==> src/rtl/and_vector_sequencer_pkg.sv <==
// Shared types and constants for the AND-gate vector sequencer.
// Imported by the top level and its settle timer.
package and_vector_sequencer_pkg;

  typedef enum logic [1:0] {
    IDLE   = 2'd0,
    SETTLE = 2'd1,
    CHECK  = 2'd2,
    DONE   = 2'd3
  } state_t;

  localparam int NUM_VECTORS = 4;
  localparam int VEC_W       = 2;
  localparam int CNT_W       = 4;
  localparam int ERR_W       = 3;

  localparam logic [VEC_W-1:0] LAST_VEC =
    VEC_W'(NUM_VECTORS - 1);

  function automatic logic expected_y(
    input logic [VEC_W-1:0] v
  );
    return v == LAST_VEC;
  endfunction

endpackage

==> src/rtl/settle_timer.sv <==
// Down-counter that times the settle interval of one vector.
// expire is high once the loaded interval has elapsed.
module settle_timer
  import and_vector_sequencer_pkg::*;
#(
  parameter int unsigned SETTLE_CYCLES = 4
) (
  input  logic clk,
  input  logic rst_n,
  input  logic load,
  input  logic en,
  output logic expire
);

  logic [CNT_W-1:0] cnt;

  always_ff @(posedge clk or negedge rst_n) begin
    if (!rst_n) begin
      cnt <= '0;
    end else if (load) begin
      cnt <= CNT_W'(SETTLE_CYCLES - 1);
    end else if (en && cnt != '0) begin
      cnt <= cnt - CNT_W'(1);
    end
  end

  assign expire = (cnt == '0);

endmodule

==> src/rtl/and_vector_sequencer.sv <==
// Drives the four 2-bit vectors into an external AND gate
// and scores its responses.
module and_vector_sequencer
  import and_vector_sequencer_pkg::*;
#(
  parameter int unsigned SETTLE_CYCLES = 4
) (
  input  logic             clk,
  input  logic             rst_n,
  input  logic             start,
  output logic             dut_a,
  output logic             dut_b,
  input  logic             dut_y,
  output logic             busy,
  output logic             done,
  output logic             pass,
  output logic [ERR_W-1:0] err_count,
  output logic [VEC_W-1:0] fail_vec
);

  state_t           state;
  state_t           state_nxt;
  logic [VEC_W-1:0] vec;
  logic             accept;
  logic             load;
  logic             tmr_en;
  logic             expire;
  logic             last;
  logic             mismatch;

  assign last     = (vec == LAST_VEC);
  assign mismatch = (dut_y != expected_y(vec));

  settle_timer #(
    .SETTLE_CYCLES(SETTLE_CYCLES)
  ) u_timer (
    .clk   (clk),
    .rst_n (rst_n),
    .load  (load),
    .en    (tmr_en),
    .expire(expire)
  );

  always_ff @(posedge clk or negedge rst_n) begin
    if (!rst_n) state <= IDLE;
    else        state <= state_nxt;
  end

  always_comb begin
    state_nxt = state;
    unique case (state)
      IDLE,
      DONE:    if (start) state_nxt = SETTLE;
      SETTLE:  if (expire) state_nxt = CHECK;
      CHECK:   state_nxt = last ? DONE : SETTLE;
      default: state_nxt = IDLE;
    endcase
  end

  always_comb begin
    busy   = 1'b0;
    done   = 1'b0;
    accept = 1'b0;
    load   = 1'b0;
    tmr_en = 1'b0;
    unique case (state)
      IDLE: begin
        accept = start;
        load   = start;
      end
      SETTLE: begin
        busy   = 1'b1;
        tmr_en = 1'b1;
      end
      CHECK: begin
        busy = 1'b1;
        load = !last;
      end
      DONE: begin
        done   = 1'b1;
        accept = start;
        load   = start;
      end
      default: ;
    endcase
  end

  // fail_vec only captures the first mismatch of a run
  always_ff @(posedge clk or negedge rst_n) begin
    if (!rst_n) begin
      vec       <= '0;
      err_count <= '0;
      fail_vec  <= '0;
    end else if (accept) begin
      vec       <= '0;
      err_count <= '0;
      fail_vec  <= '0;
    end else if (state == CHECK) begin
      if (mismatch) begin
        err_count <= err_count + ERR_W'(1);
        if (err_count == '0) fail_vec <= vec;
      end
      if (!last) vec <= vec + VEC_W'(1);
    end
  end

  assign dut_a = vec[1];
  assign dut_b = vec[0];
  assign pass  = done && (err_count == '0);

endmodule

==> config.mk <==
export PLATFORM = sky130hd
export DESIGN_NAME = and_vector_sequencer
export DESIGN_NICKNAME = d
export VERILOG_FILES = /design/src/rtl/and_vector_sequencer_pkg.sv /design/src/rtl/settle_timer.sv /design/src/rtl/and_vector_sequencer.sv
export SDC_FILE = /design/constraint.sdc
export NUM_CORES = 1
export LEC_CHECK = 0
export BUFFER_PORTS_ARGS = -buffer_cell sky130_fd_sc_hd__buf_4
export CAP_MARGIN = 10
export CORE_UTILIZATION = 50
export DETAILED_ROUTE_END_ITERATION = 10
export PLACE_DENSITY = 0.77
export SLEW_MARGIN = 0
export SYNTH_ARGS = -nofsm -noshare
export SYNTH_HDL_FRONTEND = slang
export SYNTH_HIERARCHICAL = 1
export SYNTH_SLANG_ARGS = --single-unit
==> constraint.sdc <==
create_clock -name clk -period 3.7 [get_ports clk]
set_input_delay 0.74 -clock clk [delete_from_list [all_inputs] [get_ports clk]]
set_output_delay 0.74 -clock clk [all_outputs]
set_load 0.01 [all_outputs]
==> summary.md <==
| Metric | Value |
|---|---|
| Met1 Usage GRT | 0.275 |
| Final TNS setup | 0 ns |
| Setup crit start kind | register |
| Die width | 42.8 um |
| FF-to-FF Start | state[0]$_DFFE_PN0P_ |
| CP endpoint kind | primary output |
| DP HPWL | 1230 um |
| Required time worst endpoint | 2.96 ns |
| Fillers | 125 |
| Via count | 629 |
| Kind of critical path | reg2out |
| Mean Syn Cell Area | 10.0 um^2 |
| Row cnt | 14 |
| CTS root buffer | clkbuf_4 |
| Area of the multi-input gates | 469 um^2 |
| GRT Util Overall | 0.215 |
| Drt first-iter violations | 4 |
| Synthesized area | 832 um^2 |
| CP delay by family, top | flip-flops |
| Vias in the first global route | 633 |
| Final setup vio count | 0 |
| First-pass GRT wire length | 2820 um |
| CTS sink cnt | 13 |
| Unrepaired setup endpoints after global routing | false |
| WP data arrival | 1.40 ns |
| Max stage delay on crit path | 0.41 ns |
| Static Leak | 0.498 nW |
| Core ar. | 0.00152 mm^2 |
| Worst VDD drop | 0.000413 V |
| Synth Warn # | 6 |
| Slew Viols, Final | 0 |
| CTS tree | built |
| Shortest period the worst path allows | 2.14 ns |
| DRC Markers | 0 |
| Largest net degree at the start of global routing | 14 |
| Ports | 14 |
| Worst Skew | 0.00783 ns |
| Syn Nets | 98 |
| Max-cap violation count | 0 |
| Sequential share of the synthesized area | 0.391 |
| Critical path startpoint | state[0]$_DFFE_PN0P_ |
| WL final | 1640 um |
| Clk slew on worst S/H paths | 0.09 ns |
| Worst-Margin Slew | 0.557 ns |
| Worst path cell trace | inv_1 > ha_1 > inv_1 > buf_4 |
| Die Span Y | 42.8 um |
| Inserted Diodes | 0 |
| Hold buffers post-CTS | 0 |
| M3 GR Usage | 0.0553 |
| Hold WS | 0.276 ns |
| Avg WL per Cell | 14.1 um |
| Status | finished clean |
| Register area | 325 um^2 |
| Max Root-Sink Buffers | 2 |
| Power Dens Cells | 711 mW/mm^2 |
| Tcrit/Tclk final | 0.579 |
| Pre-antenna DRT Iters | 4 |
| Post-synth top area share | 0.391 |
| Grt ovf | 0 |
| Cells after Synth | 83 |
| Synth area leaders | dfrtp_1 39%, ha_1 17%, mux2i_1 7.2%, inv_1 4.5%, nand2_1 4.5% |
| Share of cells above drive strength 1 | 0.200 |
| Clock latency at the later pin of the worst-skew pair | 0.29 ns |
| Cell variety after synth | 24 |
| GRT busiest layer | met2 |
| Slew Limit Headroom | 0.628 |
| Crit path max fanout | 4 |
| IO buf count | 13 |
| Inserted Clock Buffers | 3 |
| Initial antenna violation count | 0 |
| Final #Nets | 116 |
| Fmax | 0.467 GHz |
| Hold Vio Cnt, Final | 0 |
| Worst Path Buf+Inv | 3 |
| Slowest stage cell, crit path | dfrtp_1 |
| Final ANT Viol Nets | 0 |
| Gp weighted congestion | 0.760 |
| HP Class | in2async |
| Via density per instance | 5.42 |
| Synth area leader | dfrtp_1 |
| #FFs+latches synth | 13 |
| Starting Density | 0.546 |
| Setup Fix Bufs, Post-CTS | 0 |
| Grt met2 use | 0.309 |
| Crit path top cell by count | inv_1 |
| PostCTS Resize Cnt | 0 |
| Total die area | 0.00183 mm^2 |
| Layout area overhead | 17.3% |
| H-tree level count | 1 |
-- cell usage in the layout, fill, tap and decap left out, drive strengths merged, types with 2 or more instances in the layout --
cell type  count
or3            2
buf           13
mux2i          6
o21ai          4
nor2           3
xor2           2
nand2         10
nor2b          2
nand3          2
nand2b         2
a21oi          4
dfrtp         13
ha            11
a21boi         3
inv           10
clkbuf         4
-- area by class of cell --
cell class	count	area share
clock buffers	4	0.0269
inverters	10	0.0385
multi-input cells	60	0.481
flip-flops and latches	13	0.333
well taps	16	0.0205
repair buffers	13	0.100
-- cell usage after synthesis --
cell type  instances
a21boi_0           2
a21boi_1           1
a21oi_1            4
a22o_1             1
a31o_1             1
and3b_1            1
dfrtp_1           13
ha_1              11
inv_1             10
mux2i_1            6
nand2_1           10
nand2b_1           2
nand3_1            2
nor2_1             3
nor2b_1            2
nor3b_2            1
nor4_2             1
nor4b_2            1
o21ai_0            4
o22ai_1            1
or3_1              2
or4b_4             1
xnor2_1            1
xor2_1             2
-- per-stage QoR --
step	utilization	std cells	power [mW]	cell area, um^2	worst slack, ns
floorplan	-	83	0.481	832	2.03
finish	0.640	116	0.694	976	1.56
CTS	0.640	116	0.693	976	1.56
global route	0.640	116	0.745	976	1.49
global placement	0.623	112	0.582	950	1.85
detailed placement	0.623	112	0.600	950	1.76
-- power breakdown --
| part | switching [mW] | internal, mW |
|---|---|---|
| sequential | 0.0490 | 0.185 |
| combinational | 0.204 | 0.165 |
| clock | 0.0495 | 0.0419 |
| total | 0.302 | 0.392 |
-- per-layer routing --
layer,part of all wire,wire length (um),up-vias
met2,0.46,746,20
met3,0.042,69,8
met4,0.032,53,0
met1,0.47,767,288
li1,-,-,313
met5,0,0,-
-- kinds of logic after synthesis --
group / share of synthesized area
AO/OA/AOI/OAI: 0.104
multiplexers: 0.0722
adder cells (fa/ha/maj): 0.165
flip-flops: 0.391
buffers and inverters: 0.0451
AND/OR/NAND/NOR: 0.191
XOR/XNOR: 0.0316
-- state kept, by name, summed over array words and instances, names as in the netlist --
| register | cells |
|---|---|
| err_count | 3 |
| fail_vec | 2 |
| state | 2 |
| u_timer/cnt | 4 |
| vec | 2 |
-- final timing paths --
| path | endpoint | slack [ns] | cells past startpoint |
|---|---|---|---|
| max | busy | 1.56 | 4 |
| min | err_count[0]$_DFFE_PN0P_ | 0.28 | 1 |
| max reg2reg | u_timer/cnt[3]$_DFFE_PN0P_ | 1.73 | 6 |
| min reg2reg | fail_vec[0]$_DFFE_PN0P_ | 0.53 | 2 |
| max in group asynchronous | u_timer/cnt[1]$_DFFE_PN0P_ | 3.26 | 1 |
| min in group clk | fail_vec[0]$_DFFE_PN0P_ | 0.53 | 2 |
-- worst reg2reg max path, delay by kind of cell (launching register included) --
kind | cells | cell delay (ns)
buffers and inverters | 1 | 0.10
AOI/OAI and AO/OA | 2 | 0.70
and+or+nand+nor | 2 | 0.30
adders and majority gates | 1 | 0.33
DFF | 1 | 0.41
Note: power is estimated with default switching activity, not from simulation.
